## src/rtl/bit_test_unit_if.sv

```systemverilog
// ============================================================================
// Module   : bit_test_unit_if
// Purpose  : Start/busy/done handshake and operand bus for the bit test unit.
// Revision : 1.0
// ============================================================================
`default_nettype none

interface bit_test_unit_if #(
    parameter int WIDTH = 16,
    parameter int SEL_W = 4
);
    logic             start;
    logic [2:0]       op;
    logic [WIDTH-1:0] a;
    logic [SEL_W-1:0] bs;
    logic             busy;
    logic             done;
    logic             f;
    logic [WIDTH-1:0] result;
    logic [SEL_W-1:0] index;
    logic             err;

    modport master (
        output start, op, a, bs,
        input  busy, done, f, result, index, err
    );

    modport slave (
        input  start, op, a, bs,
        output busy, done, f, result, index, err
    );
endinterface

`default_nettype wire

```

## src/rtl/bit_test_unit.sv

```systemverilog
// ============================================================================
// Module   : bit_test_unit
// Purpose  : Registered TEST/SET/CLR/TGL on one bit plus multi-cycle scans
//            for the first set bit upward or downward from a start position.
// Revision : 1.0
// ============================================================================
`default_nettype none

module bit_test_unit #(
    parameter int WIDTH = 16,
    parameter int SEL_W = 4
) (
    input  wire logic        clk,
    input  wire logic        rst_n,
    bit_test_unit_if.slave   bus
);
    localparam logic [2:0]       C_OP_SET     = 3'b001;
    localparam logic [2:0]       C_OP_CLR     = 3'b010;
    localparam logic [2:0]       C_OP_TGL     = 3'b011;
    localparam logic [2:0]       C_OP_SCAN_UP = 3'b100;
    localparam logic [SEL_W:0]   C_WIDTH_EXT  = (SEL_W+1)'(WIDTH);
    localparam logic [SEL_W-1:0] C_LAST       = SEL_W'(WIDTH-1);
    localparam logic [WIDTH-1:0] C_ONE        = {{(WIDTH-1){1'b0}}, 1'b1};

    typedef enum logic [0:0] {
        S_IDLE = 1'b0,
        S_SCAN = 1'b1
    } state_t;

    state_t           r_state;
    logic [WIDTH-1:0] r_a;
    logic [SEL_W-1:0] r_ptr;
    logic             r_up;
    logic             r_busy;
    logic             r_done;
    logic             r_f;
    logic [WIDTH-1:0] r_result;
    logic [SEL_W-1:0] r_index;
    logic             r_err;

    logic             w_oor;
    logic             w_illegal;
    logic [WIDTH-1:0] w_in_mask;
    logic             w_in_bit;
    logic [WIDTH-1:0] w_modified;
    logic [WIDTH-1:0] w_scan_mask;
    logic             w_scan_bit;
    logic             w_terminal;

    // Select is widened by one bit so WIDTH == 2**SEL_W compares correctly.
    assign w_oor       = {1'b0, bus.bs} >= C_WIDTH_EXT;
    assign w_illegal   = bus.op[2] & bus.op[1];
    assign w_in_mask   = C_ONE << bus.bs;
    assign w_in_bit    = |(bus.a & w_in_mask);
    assign w_scan_mask = C_ONE << r_ptr;
    assign w_scan_bit  = |(r_a & w_scan_mask);
    assign w_terminal  = r_up ? (r_ptr == C_LAST) : (r_ptr == '0);

    always_comb begin
        w_modified = bus.a;
        case (bus.op)
            C_OP_SET: w_modified = bus.a | w_in_mask;
            C_OP_CLR: w_modified = bus.a & ~w_in_mask;
            C_OP_TGL: w_modified = bus.a ^ w_in_mask;
            default:  w_modified = bus.a;
        endcase
    end

    always_ff @(posedge clk or negedge rst_n) begin
        if (!rst_n) begin
            r_state  <= S_IDLE;
            r_a      <= '0;
            r_ptr    <= '0;
            r_up     <= 1'b0;
            r_busy   <= 1'b0;
            r_done   <= 1'b0;
            r_f      <= 1'b0;
            r_result <= '0;
            r_index  <= '0;
            r_err    <= 1'b0;
        end else begin
            r_done <= 1'b0;
            case (r_state)
                S_IDLE: begin
                    if (bus.start) begin
                        r_a   <= bus.a;
                        r_ptr <= bus.bs;
                        r_up  <= (bus.op == C_OP_SCAN_UP);
                        if (w_illegal || w_oor) begin
                            r_done   <= 1'b1;
                            r_err    <= 1'b1;
                            r_f      <= 1'b0;
                            r_result <= bus.a;
                            r_index  <= bus.bs;
                        end else if (bus.op[2]) begin
                            r_state <= S_SCAN;
                            r_busy  <= 1'b1;
                        end else begin
                            r_done   <= 1'b1;
                            r_err    <= 1'b0;
                            r_f      <= w_in_bit;
                            r_result <= w_modified;
                            r_index  <= bus.bs;
                        end
                    end
                end
                S_SCAN: begin
                    // Terminal test precedes the step, so ptr never wraps.
                    if (w_scan_bit || w_terminal) begin
                        r_state  <= S_IDLE;
                        r_busy   <= 1'b0;
                        r_done   <= 1'b1;
                        r_err    <= 1'b0;
                        r_f      <= w_scan_bit;
                        r_result <= r_a;
                        r_index  <= r_ptr;
                    end else if (r_up) begin
                        r_ptr <= r_ptr + 1'b1;
                    end else begin
                        r_ptr <= r_ptr - 1'b1;
                    end
                end
                default: r_state <= S_IDLE;
            endcase
        end
    end

    assign bus.busy   = r_busy;
    assign bus.done   = r_done;
    assign bus.f      = r_f;
    assign bus.result = r_result;
    assign bus.index  = r_index;
    assign bus.err    = r_err;
endmodule

`default_nettype wire

```

## src/flat_wrapper.sv

```systemverilog
// flat-port wrapper written by rule: the top's interface ports become plain ports
module bit_test_unit_flat 
#(
    parameter int WIDTH = 16,
    parameter int SEL_W = 4
)
  (clk, rst_n, bus_start, bus_op, bus_a, bus_bs, bus_busy, bus_done, bus_f, bus_result, bus_index, bus_err);
  bit_test_unit_if #(.WIDTH(WIDTH), .SEL_W(SEL_W)) bus_i ();
  input  wire logic clk;
  input  wire logic rst_n;
  input wire logic [$bits(bus_i.start)-1:0] bus_start;
  input wire logic [$bits(bus_i.op)-1:0] bus_op;
  input wire logic [$bits(bus_i.a)-1:0] bus_a;
  input wire logic [$bits(bus_i.bs)-1:0] bus_bs;
  output wire logic [$bits(bus_i.busy)-1:0] bus_busy;
  output wire logic [$bits(bus_i.done)-1:0] bus_done;
  output wire logic [$bits(bus_i.f)-1:0] bus_f;
  output wire logic [$bits(bus_i.result)-1:0] bus_result;
  output wire logic [$bits(bus_i.index)-1:0] bus_index;
  output wire logic [$bits(bus_i.err)-1:0] bus_err;
  assign bus_i.start = bus_start;
  assign bus_i.op = bus_op;
  assign bus_i.a = bus_a;
  assign bus_i.bs = bus_bs;
  assign bus_busy = bus_i.busy;
  assign bus_done = bus_i.done;
  assign bus_f = bus_i.f;
  assign bus_result = bus_i.result;
  assign bus_index = bus_i.index;
  assign bus_err = bus_i.err;
  bit_test_unit #(.WIDTH(WIDTH), .SEL_W(SEL_W)) u_core (.clk(clk), .rst_n(rst_n), .bus(bus_i));
endmodule
```

## config.mk

```make
export PLATFORM = sky130hd
export DESIGN_NAME = bit_test_unit_flat
export DESIGN_NICKNAME = d
export VERILOG_FILES = /design/src/rtl/bit_test_unit_if.sv /design/src/rtl/bit_test_unit.sv /design/src/flat_wrapper.sv
export SDC_FILE = /design/constraint.sdc
export NUM_CORES = 1
export LEC_CHECK = 0
export CELL_PAD_IN_SITES_DETAIL_PLACEMENT = 1
export CELL_PAD_IN_SITES_GLOBAL_PLACEMENT = 1
export CORE_UTILIZATION = 46
export CTS_CLUSTER_DIAMETER = 50
export DETAILED_ROUTE_END_ITERATION = 10
export PLACE_DENSITY_LB_ADDON = 0.15
export SLEW_MARGIN = 30
export SYNTH_ARGS = -nofsm -noshare
export SYNTH_HDL_FRONTEND = slang
export SYNTH_SLANG_ARGS = --single-unit
```

## constraint.sdc

```tcl
create_clock -name clk -period 5.3 [get_ports clk]
set_input_delay 0.53 -clock clk [delete_from_list [all_inputs] [get_ports clk]]
set_output_delay 0.53 -clock clk [all_outputs]
set_load 0.03 [all_outputs]
```

### After elaboration in Yosys (flattened, before gate mapping)

Cells that the tools add are included.
W data, S select, Z words.

| cells by class | value |
|---|---|
| shifts and indexed selects | 2 |
| reduce and logical (&&, ||, !) cells | 8 |
| add/subtract/negate cells | 2 |
| bitwise logic cells | 8 |
| eq/ne operators | 11 |
| mux-type cells | 40 |

Operator list:

| operator | number |
|---|---|
| $mux W16 | 4 |
| $and A16 B16 Y16 | 3 |
| $pmux W16 S3 | 1 |
| $pmux W16 S2 | 1 |
| $reduce_or A16 Y1 | 2 |
| $shl A1 B4 Y16 const A | 2 |
| $mux W4 | 7 |
| $mux W1 | 20 |
| $not A16 Y16 | 1 |
| $or A16 B16 Y16 | 1 |
| $pmux W4 S2 | 2 |
| $xor A16 B16 Y16 | 1 |
| $ne A2 B2 Y1 const B | 5 |
| $pmux W1 S2 | 5 |
| $eq A3 B2 Y1 const B | 2 |
| $add A4 B1 Y4 const B | 1 |
| $eq A4 B4 Y1 const B | 1 |
| $logic_not A4 Y1 | 1 |
| $reduce_and A2 Y1 | 2 |
| $reduce_and A4 Y1 | 1 |
| $sub A4 B1 Y4 const B | 1 |
| $eq A3 B1 Y1 const B | 1 |
| $eq A3 B3 Y1 const B | 1 |
| $ne A3 B2 Y1 const B | 1 |
| 4 further kinds | 4 |

| word-level totals | value |
|---|---|
| flip-flop bits (word level) | 46 |
| word-level logic and storage cells | 81 |

### Depth between registers and ports, before layout

Gate-level depths: netlist (run 1).

| depth | value |
|---|---|
| word-level depth | 8 |
| gate-level depth with buffers | 10 |
| depth with buffers taken out | 9 |

### Worst setup path after synthesis (run 1)

No wires, ideal clock.

| path | value |
|---|---|
| kind | input to register |
| start | in bus_bs[2] |
| end | reg u_core.r_result[14], in the netlist u_core.bus.result[14] |
| data arrival time | 2,108 ps |
| stages on the path | 8 |
| path slack | 3,066 ps |
| library setup time | 126 ps |
| required time | 5,174 ps |
| path through | clkbuf_1 -> nor2b_1 -> nand3_1 -> ha_1 -> mux2i_1 -> a22oi_1 -> o221a_2 -> a221o_1 |

| between the ends | value |
|---|---|
| word-level cells in the longest chain between the ends | 8 |
| elaborated cells between the ends (all ways) | 10 |
| classes of those cells | 1 x shift; 5 x mux; 4 x bitwise |

Ends and longest elaborated chain:

| element | line | RTL |
|---|---|---|
| start, declared | flat_wrapper.sv:14 | `input wire logic [$bits(bus_i.bs)-1:0] bus_bs;` |
| $shl A1 B4 Y16 * | bit_test_unit.sv:53 | `assign w_in_mask = C_ONE << bus.bs;` |
| $not A16 Y16 | bit_test_unit.sv:63 | `C_OP_CLR: w_modified = bus.a & ~w_in_mask;` |
| $and A16 B16 Y16 | bit_test_unit.sv:63 |  |
| $pmux W16 S3 * | bit_test_unit.sv:61 | `case (bus.op)` |
| $mux W16 * | bit_test_unit.sv:95 | `end else if (bus.op[2]) begin` |
| $mux W16 * | bit_test_unit.sv:89 | `if (w_illegal \|\| w_oor) begin` |
| $mux W16 * | bit_test_unit.sv:85 | `if (bus.start) begin` |
| $pmux W16 S2 * | bit_test_unit.sv:83 | `case (r_state)` |
| end signal, assigned | bit_test_unit.sv:93 | `r_result <= bus.a;` |
| end signal, assigned | bit_test_unit.sv:102 | `r_result <= w_modified;` |
| end signal, assigned | bit_test_unit.sv:115 | `r_result <= r_a;` |
| end, declared | bit_test_unit.sv:37 | `logic [WIDTH-1:0] r_result;` |

Mark *: on every way between the ends. The rest lies on a longest branch, timed or not. The select of a mux whose other input is x is not followed.
A chain may end at the register's enable or synchronous reset.

### Final worst setup path (run 1)

| path | value |
|---|---|
| start | in bus_op[1] |
| end | reg u_core.r_result[9], in the netlist u_core.bus.result[9] |

| between the ends | value |
|---|---|
| word-level cells in the longest chain between the ends | 6 |
| elaborated cells between the ends (all ways) | 11 |
| classes of those cells | 4 x eq/ne; 5 x mux; 1 x bitwise; 1 x reduce/logical |

Ends and longest elaborated chain:

| element | line | RTL |
|---|---|---|
| start, declared | flat_wrapper.sv:12 | `input wire logic [$bits(bus_i.op)-1:0] bus_op;` |
| $eq A3 B2 Y1 or $eq A3 B1 Y1 (tied branches) | bit_test_unit.sv:61 |  |
| $pmux W16 S3 | bit_test_unit.sv:61 |  |
| $mux W16 | bit_test_unit.sv:95 |  |
| $mux W16 | bit_test_unit.sv:89 |  |
| $mux W16 | bit_test_unit.sv:85 |  |
| $pmux W16 S2 | bit_test_unit.sv:83 |  |

Parallel ways exist; a longest one is shown, timed or not. The select of a mux whose other input is x is not followed.

==> metrics.md, run 1 <==
| Metric | Value |
|---|---|
| Clock Path Buffers | `2` |
| Insertion delay to the later sink of the worst-skew pair | `0.30 ns` |
| Fmax | `344 MHz` |
| Initial Utilization | `48.6%` |
| Cells after DPL | `490` |
| GRT overflow | `0` |
| Clock root cell | `clkbuf_8` |
| Reg2reg path depth | `5` |
| 1st-iter DRT viols | `213` |
| Total track usage | `25.6%` |
| Die ar. | `8190 um2` |
| Min Tclk post-route | `2.91 ns` |
| Die Width | `90.5 um` |
| MaxCap Viol Count | `0` |
| Worst EP required | `5.48 ns` |
| Clk slew on worst S/H paths | `0.09 ns` |
| Primary FF master, synth | `dfrtp_1` |
| Most frequent cells in the layout | `50 x ha_1, 48 x clkdlybuf4s50_1, 46 x dfrtp_1` |
| Maximum VDD drop | `0.169 mV` |
| Element type at the critical path end | `flop` |
| Gate Count Post-Synth | `367` |
| Hold_buf cts | `0` |
| Total power | `2.14 mW` |
| CP max stage delay | `0.75 ns` |
| Synth top area share | `32.0%` |
| Critical-path top delay cell | `and3_1` |
| WL per Instance | `20.0 um` |
| Synth top area cells | `dfrtp_1 32%, ha_1 17%, a221o_1 5.6%` |
| Share of post-route cells with drive strength above 1 | `11.8%` |
| CP Max Fanout | `22` |
| HP Class | `in -> async` |
| PortBufs | `49` |
| Placeable Area | `7410 um2` |
| DP Worst Slack | `2.10 ns` |
| Yosys top cell by area | `dfrtp_1` |
| # clock sinks | `46` |
| Non-filler instance count after layout | `498` |
| Register area share after synthesis | `32.0%` |
| Die height | `90.5 um` |
| DRC | `0` |
| Reg power frac | `33.5%` |
| Number of synthesized flops with an enable pin | `0` |
| Number of buffers created by CTS | `5` |
| # IOs | `50` |
| Final setup vio count | `0` |
| Yosys warns | `0` |
| Psw | `0.944 mW` |
| Worst setup margin | `2.39 ns` |
| Clock share of power | `14.7%` |
| Critical path class | `in -> reg` |
| Drt first pass iters | `4` |
| Total Routed Length | `9980 um` |
| Syn nets | `444` |
| Via density | `5.97` |
| Mean Syn Cell Area | `9.82 um2` |
| Total negative slack | `0 ns` |
| CTS resizes | `0` |
| Final Cycle Share | `54.8%` |
| CP arrival | `3.09 ns` |
| Post-DP HPWL | `7540 um` |
| Asr flop ratio synth | `100%` |
| CP cell instances | `clkdlybuf4s50_1 > buf_4 > nand2b_1 > and3_1 > a31oi_4 > a221o_1` |
| Initial antenna violation count | `0` |
| Slew Limit Fails | `0` |
| CTS H-tree lvls | `2` |
| RSZ-0062 raised after global routing | `false` |
| Sw Share | `44.2%` |
| Slew Limit Headroom | `38.5%` |
| Most common cell after layout, fill and taps aside | `ha_1` |
| Synth unique cells | `50` |
| Final weighted congestion in routability-driven placement | `0.844` |
| Mapped cell area | `3600 um2` |
| Placement row count | `31` |
| Post-route ant nets | `0` |
| Actual slew at the worst max-slew pin | `0.920 ns` |
| Outcome | `finished, final reports clean` |
| Final net count | `475` |
| Clk_skew | `0.00745 ns` |
| Vias in the first global route | `3087` |
| Global-route wire length before repair | `16500 um` |
| Comb power frac | `51.8%` |
| Via count | `2974` |
| Largest net degree at the start of global routing | `47` |
| Leakage | `2.03 nW` |
| Pint | `1.19 mW` |
| PwrDens | `504 nW/um2` |
| Post-CTS setup repair buffer count | `0` |
| Diodes inserted | `0` |
| Crit start category | `input pin` |
| Post-layout util | `57.2%` |
| Yosys reg bits | `46` |
| CTS tree | `yes` |
| Final Hold Vio Count | `0` |
| Area delta synth->final | `17.7%` |
## kinds of logic (layout without fill, tap and decap cells)
logic type / Yosys count / count (layout) / share of synthesized area (%)
AOI/OAI and AO/OA: 96 / 96 / 22.6
xor gates and xnor gates: 2 / 2 / 0.486
adders and majority gates: 51 / 51 / 17.9
buffers and inverters: 66 / 98 / 7.92
DFF: 46 / 46 / 32.0
muxes: 24 / 24 / 7.36
and+or+nand+nor: 82 / 82 / 11.8
## layout make-up
| type | instances | area [um2] |
|---|---|---|
| fill | 831 | 3170 |
| multi-input combinational | 255 | 2170 |
| sequential | 46 | 1150 |
| timing repair buffer | 52 | 510 |
| inverter | 38 | 143 |
| tap | 99 | 124 |
| clock buffer | 5 | 68.8 |
| clock inverter | 3 | 68.8 |
## per-stage QoR
stage | area, um2 | hold WS (ns)
after floorplan | 3600 | 0.234
after global placement | 4090 | 0.490
after detailed placement | 4100 | 0.496
after CTS | 4240 | 0.238
after global routing | 4240 | 0.271
final | 4240 | 0.208
## critical path, delay by kind of cell
kind,cells,cell delay [ns]
AND/OR/NAND/NOR,2,0.96
buffers and inverters,2,0.91
AO/OA/AOI/OAI,2,0.67
## power groups by stage
stage / clock network (mW) / registers, mW / logic, mW
floorplan: 0 / 0.797 / 0.654
global placement: 0 / 0.715 / 1.07
detailed placement: 0 / 0.718 / 1.11
CTS: 0.315 / 0.716 / 1.12
global route: 0.326 / 0.739 / 1.20
finish: 0.313 / 0.717 / 1.11
## flip-flops by register name (all words and copies together), names as in the netlist
| name | cells |
|---|---|
| u_core.bus.err | 1 |
| u_core.bus.busy | 1 |
| u_core.r_state | 1 |
| u_core.r_up | 1 |
| u_core.bus.index | 4 |
| u_core.bus.done | 1 |
| u_core.r_ptr | 4 |
| u_core.bus.result | 16 |
| u_core.r_a | 16 |
| u_core.bus.f | 1 |
## per-layer routing
metal / track usage, % / up-vias / part of all wire, % / routed length (um)
met5: 0 / - / 0 / 0
met4: 8.33 / 0 / 2.4 / 235
met3: 1.68 / 15 / 4.0 / 397
met2: 42.4 / 74 / 48 / 4780
met1: 35.4 / 1486 / 46 / 4560
li1: - / 1399 / - / -
## synthesized netlist by cell type (2+ instances only)
library cell	number
nand2_1	33
nand4_1	4
clkbuf_1	15
and3_1	2
nor4_1	4
o22ai_1	2
ha_1	50
nand3_1	9
inv_1	38
mux2_4	2
a211oi_1	2
nor2b_1	8
buf_2	6
buf_1	3
nor3_1	2
a22oi_1	16
o21ai_0	19
nor2_1	8
a31o_2	2
a31oi_1	3
dfrtp_1	46
mux2_2	2
a21oi_1	3
and2_1	4
mux2i_1	19
o221a_2	17
buf_6	4
a221o_1	20
nand2b_1	3
## final timing paths
kind                                 startpoint                    to  slack, ns
max                                   bus_op[1]  u_core.bus.result[9]       2.39
min reg2reg                u_core.bus.result[0]  u_core.bus.result[0]       0.52
max reg2reg                     u_core.r_ptr[0]  u_core.bus.result[9]       2.52
max in group asynchronous                 rst_n         u_core.r_a[6]       4.68
min                                       rst_n        u_core.bus.err       0.21
min in group clk           u_core.bus.result[0]  u_core.bus.result[0]       0.52
No activity file was read; power rests on OpenSTA's default activity.
==> inputs of run 2 (changes only) <==
CORE_UTILIZATION = 39   (was 46)
clock period = 2.5 ns   (was 5.3 ns; I/O delays follow)
==> run 2 against run 1 <==
  * The flow now finishes with violations (design-rule violations)
  * Clock power is 120% higher
  * Power is 130% higher
  * Non-clock buffer count rose by 33
  * Register-to-register slack lost 2.3 ns
  * Utilization decreased by 6.3 points
  * Critical endpoint is now u_core.bus.result[4]
  * Largest power group unchanged
==> metrics.md, run 2 (synthesis results as in run 1) <==
| Metric | Value |
|---|---|
| Vias in the first global route | `3294 (+6.7%)` |
| 1st-iter DRT viols | `206 (-3.3%)` |
| Area delta synth->final | `25.1%` |
| Worst EP required | `2.69 ns (-2.79 ns)` |
| Area of the multi-input gates | `2170 um2 (-0.35%)` |
| # IOs | `50 (unchanged)` |
| RSZ-0062 raised after global routing | `false` |
| Via density | `5.75 (-3.7%)` |
| Clock root cell | `clkbuf_8` |
| Slew Limit Fails | `0 (unchanged)` |
| CTS tree | `yes` |
| WL per Instance | `21.2 um (+5.8%)` |
| Most common cell after layout, fill and taps aside | `ha_1` |
| Maximum VDD drop | `0.321 mV (+89%)` |
| Clk slew on worst S/H paths | `0.09 ns (about the same)` |
| CP arrival | `2.56 ns (-0.53 ns)` |
| Leakage | `2.19 nW (+8.1%)` |
| GRT overflow | `0 (unchanged)` |
| Outcome | `finished with violations` |
| Total Routed Length | `11400 um (+15%)` |
| Clk_skew | `0.00423 ns (-0.00322 ns)` |
| # clock sinks | `46 (unchanged)` |
| Final weighted congestion in routability-driven placement | `0.893 (+5.8%)` |
| Final net count | `508 (+6.9%)` |
| Insertion delay to the later sink of the worst-skew pair | `0.31 ns (about the same)` |
| Most frequent cells in the layout | `50 x ha_1, 48 x clkdlybuf4s50_1, 46 x dfrtp_1` |
| Die ar. | `9620 um2 (+18%)` |
| Via count | `3106 (+4.4%)` |
| Number of buffers created by CTS | `5 (unchanged)` |
| Fmax | `421 MHz` |
| Post-layout util | `50.9% (-6.3 points)` |
| Diodes inserted | `0 (unchanged)` |
| Cells after DPL | `531 (+8.4%)` |
| Post-DP HPWL | `8840 um (+17%)` |
| Share of post-route cells with drive strength above 1 | `17.6% (+5.8 points)` |
| Placeable Area | `8850 um2 (+19%)` |
| PortBufs | `49 (unchanged)` |
| Slew Limit Headroom | `34.5% (-3.9 points)` |
| CP Max Fanout | `6 (-73%)` |
| Clock Path Buffers | `2 (unchanged)` |
| Critical path class | `in -> reg` |
| Final Cycle Share | `95.0%` |
| Initial antenna violation count | `0 (unchanged)` |
| Final setup vio count | `0 (unchanged)` |
| Global-route wire length before repair | `18700 um (+13%)` |
| Total power | `4.82 mW (+130%)` |
| Element type at the critical path end | `flop` |
| Placement row count | `34 (+9.7%)` |
| Die Width | `98.1 um (+8.4%)` |
| Finished Cell Area | `4510 um2 (+6.3%)` |
| Min Tclk post-route | `2.37 ns` |
| Largest net degree at the start of global routing | `26 (-45%)` |
| Post-DP Area | `4360 um2 (+6.3%)` |
| FF+latch area | `1150 um2 (unchanged)` |
| Die height | `98.1 um (+8.4%)` |
| Total track usage | `25.1% (-0.46 points)` |
| Failing checks | `design-rule violations` |
| Non-filler instance count after layout | `540 (+8.4%)` |
| CTS H-tree lvls | `2 (unchanged)` |
| Drt first pass iters | `7 (+3)` |
| Post-route ant nets | `0 (unchanged)` |
| Post-CTS setup repair buffer count | `0 (unchanged)` |
| MaxCap Viol Count | `0 (unchanged)` |
| Total negative slack | `0 ns (unchanged)` |
| Hold_buf cts | `1 (+1)` |
| Actual slew at the worst max-slew pin | `0.978 ns (+0.0584 ns)` |
| CTS resizes | `0 (unchanged)` |
| DRC | `3 (+3)` |
| Final Hold Vio Count | `0 (unchanged)` |
| Crit start category | `input pin` |
| HP Class | `in -> async` |
| Layout fillers | `1019 (+23%)` |
| PwrDens | `1070 nW/um2 (+110%)` |
| Initial Utilization | `40.7% (-7.9 points)` |
[run 2: changes by cell type in the layout (fill, tap and decap cells not counted)]
cell	change
nand2_2	-1
clkbuf_8	+1
nor2b_2	-1
nor2b_1	+1
clkinv_4	-1
buf_4	+30
nor2_1	+1
nor2_2	-1
dlygate4sd3_1	+1
buf_12	+1
buf_2	+1
nand2_1	+1
[run 2: cell type report]
type                       count  area share, %
clock inverter                 2           1.33
clock buffer                   6           1.83
multi-input combinational    255           48.0
timing repair buffer          85           17.1
sequential                    46           25.5
tap                          108           3.00
inverter                      38           3.16
[run 2: routing by layer]
metal	part of all wire (%)	routed length (um)	track usage, %	vias to the layer above
met5	0	0	0	-
met4	1.6	180	6.64	0
met3	2.8	325	2.36	14
met2	47	5390	41.8	66
met1	49	5550	34.9	1554
li1	-	-	-	1472
[run 2: final timing paths]
path	startpoint	end	slack, ns	cells past startpoint
min in group clk	u_core.bus.index[1]	u_core.bus.index[1]	0.51	1
max	bus_bs[2]	u_core.bus.result[4]	0.13	8
min	rst_n	u_core.r_state	0.47	2
min reg2reg	u_core.bus.index[1]	u_core.bus.index[1]	0.51	1
max in group asynchronous	rst_n	u_core.bus.result[13]	1.40	3
max reg2reg	u_core.r_ptr[1]	u_core.bus.result[4]	0.20	6
[run 2: power by group]
| part | internal, mW | total [mW] | switching, mW |
|---|---|---|---|
| Clock | 0.427 | 0.701 | 0.274 |
| Combinational | 1.20 | 2.69 | 1.49 |
| Sequential | 1.09 | 1.43 | 0.335 |
[run 2: per-stage QoR]
| stage | setup slack, ns | hold slack [ns] |
|---|---|---|
| CTS | 0.165 | 0.487 |
| floorplan | 0.475 | -0.0456 |
| finish | 0.125 | 0.469 |
| detailed placement | -0.127 | 0.281 |
| global placement | -0.0714 | 0.280 |
| global route | 0.0302 | 0.521 |
[run 2: critical path, stage by stage]
cell             delay (ns)
clkdlybuf4s50_1        0.66
nor2b_1                0.35
nand2_1                0.19
ha_1                   0.33
mux2i_1                0.14
a22oi_1                0.09
o221a_2                0.28
a221o_1                0.28
==> inputs of run 3 (changes only) <==
CORE_UTILIZATION = 46   (was 39)
clock period = 3 ns   (was 2.5 ns; I/O delays follow)
==> run 3 against run 2 <==
  * The flow now finishes without violations
  * Register-to-register slack better by 0.28 ns
  * Wire length is 3.1% lower
  * Final cell count is 5.7% lower
  * Power is 19% lower
  * Clock power decreased by 18%
  * Clock skew increased by 0.0070 ns
  * Hold slack worse by 0.46 ns
  * Largest cell class unchanged
  * First-iteration DRC count shrank 22%
  * Global-route usage up 3.6 points
  * Count of clock-buffer cells in the layout fell by 1
  * Design area shrank 4.3%
==> metrics.md, run 3 (synthesis results as in run 1) <==
| Metric | Value |
|---|---|
| Clk_skew | `0.0112 ns (+0.00698 ns)` |
| Final weighted congestion in routability-driven placement | `0.904 (+1.3%)` |
| HP Class | `in -> async` |
| Diodes inserted | `0 (unchanged)` |
| Total negative slack | `0 ns (unchanged)` |
| GRT overflow | `0 (unchanged)` |
| CP arrival | `2.72 ns (+0.16 ns)` |
| RR Startpoint | `u_core.r_ptr[2]` |
| Slew Limit Headroom | `57.3% (+23 points)` |
| Largest net degree at the start of global routing | `47 (+81%)` |
| Final setup vio count | `0 (unchanged)` |
| Leakage | `2.08 nW (-5.1%)` |
| Critical-path top delay cell | `dfrtp_1` |
| CTS H-tree lvls | `2 (unchanged)` |
| Top delay family on crit path | `compound AO/OA/AOI/OAI gates` |
| PwrDens | `903 nW/um2 (-15%)` |
| Most frequent cells in the layout | `50 x ha_1, 48 x clkdlybuf4s50_1, 46 x dfrtp_1` |
| Min Tclk post-route | `2.52 ns` |
| Global-route wire length before repair | `18300 um (-2.2%)` |
| # IOs | `50 (unchanged)` |
| Worst EP required | `3.20 ns (+0.51 ns)` |
| Drt first pass iters | `4 (-3)` |
| Vias in the first global route | `3420 (+3.8%)` |
| Total power | `3.90 mW (-19%)` |
| Total track usage | `28.7% (+3.6 points)` |
| Clock root cell | `clkbuf_8` |
| Die height | `90.5 um (-7.8%)` |
| 1st-iter DRT viols | `160 (-22%)` |
| Cells after DPL | `501 (-5.6%)` |
| CP max stage delay | `0.73 ns (+0.07 ns)` |
| Area delta synth->final | `19.8%` |
| Final Cycle Share | `84.1%` |
| Buf/Inv on CP | `1 (unchanged)` |
| Element type at the critical path end | `flop` |
| Placeable Area | `7410 um2 (-16%)` |
| Clock Path Buffers | `2 (unchanged)` |
| Insertion delay to the later sink of the worst-skew pair | `0.31 ns (about the same)` |
| Register-to-register setup slack | `0.48 ns (+0.28 ns)` |
| Share of post-route cells with drive strength above 1 | `13.4% (-4.2 points)` |
| Post-CTS setup repair buffer count | `0 (unchanged)` |
| Die Width | `90.5 um (-7.8%)` |
| Initial Utilization | `48.6% (+7.9 points)` |
| Worst setup margin | `0.476 ns (+0.351 ns)` |
| PortBufs | `49 (unchanged)` |
| Actual slew at the worst max-slew pin | `0.638 ns (-0.341 ns)` |
| Reg2reg path depth | `6 (unchanged)` |
| Final Hold Vio Count | `0 (unchanged)` |
| Most common cell after layout, fill and taps aside | `ha_1` |
| Clk slew on worst S/H paths | `0.10 ns (about the same)` |
| FF+latch area | `1150 um2 (unchanged)` |
| Final net count | `486 (-4.3%)` |
| DP Worst Slack | `0.273 ns (+0.400 ns)` |
| Post-DP HPWL | `8160 um (-7.7%)` |
| DRC | `0 (-3)` |
| Layout fillers | `841 (-17%)` |
| Slew Limit Fails | `0 (unchanged)` |
| Total Routed Length | `11100 um (-3.1%)` |
| Initial antenna violation count | `0 (unchanged)` |
| WL per Instance | `21.8 um (+2.8%)` |
| Non-filler instance count after layout | `509 (-5.7%)` |
| CTS resizes | `0 (unchanged)` |
| Fmax | `396 MHz` |
| Number of buffers created by CTS | `5 (unchanged)` |
| Finished Cell Area | `4310 um2 (-4.3%)` |
| Post-DP Area | `4180 um2 (-4.1%)` |
| Maximum VDD drop | `0.265 mV (-17%)` |
| Placement row count | `31 (-8.8%)` |
| Via count | `3092 (-0.45%)` |
| Area of the multi-input gates | `2170 um2 (unchanged)` |
| CTS tree | `yes` |
| CP Max Fanout | `14 (+8)` |
| R2r endpoint | `u_core.bus.result[3]` |
| Critical path class | `reg -> reg` |
| Die ar. | `8190 um2 (-15%)` |
| Crit start category | `flop` |
| Critical path origin | `u_core.r_ptr[2]` |
| Via density | `6.07 (+5.6%)` |
| MaxCap Viol Count | `0 (unchanged)` |
| Outcome | `finished, final reports clean` |
| CP cell instances | `mux2i_1 > nand2_1 > a311oi_2 > nor3_4 > buf_4 > a221o_1` |
| Post-route ant nets | `0 (unchanged)` |
| Hold_buf cts | `0 (-1)` |
| # clock sinks | `46 (unchanged)` |
| RSZ-0062 raised after global routing | `false` |
run 3: changes by cell type in the layout (fill, tap and decap cells not counted):
cell / delta
clkbuf_8: -1
buf_2: -1
buf_4: -19
buf_12: -1
clkinv_4: +1
dlygate4sd3_1: -1
run 3: layer usage:
layer,track usage [%],wire [um]
met1,37.5,4880
met2,49.2,5560
met3,2.78,486
met4,10.1,176
met5,0,0
run 3: layout make-up:
| class | instances | share of cell area [%] |
|---|---|---|
| clock inverter | 3 | 1.60 |
| inverter | 38 | 3.31 |
| clock buffer | 5 | 1.60 |
| multi-input combinational | 255 | 50.2 |
| tap | 99 | 2.87 |
| sequential | 46 | 26.7 |
| timing repair buffer | 63 | 13.7 |
run 3: metrics by stage:
step | util [%] | hold slack (ns)
floorplan | - | 0.00441
global placement | 56.3 | 0.499
detailed placement | 56.4 | 0.357
CTS | 58.2 | 0.0183
global route | 58.2 | 0.0428
finish | 58.2 | 0.00887
run 3: how the worst max path moves through the flow:
stage,to,slack [ns],depth (start not counted)
final,u_core.bus.result[3],0.48,6
after global routing,u_core.bus.result[3],0.36,6
after CTS,u_core.bus.result[4],0.51,6
after detailed placement,u_core.bus.result[4],0.27,8
after global placement,u_core.bus.result[7],0.36,8
after floorplan,u_core.bus.index[0],0.97,6
run 3: power breakdown:
| group | switching (mW) | internal [mW] |
|---|---|---|
| registers | 0.362 | 0.908 |
| logic | 1.15 | 0.907 |
| clock network | 0.238 | 0.334 |
| total | 1.75 | 2.15 |
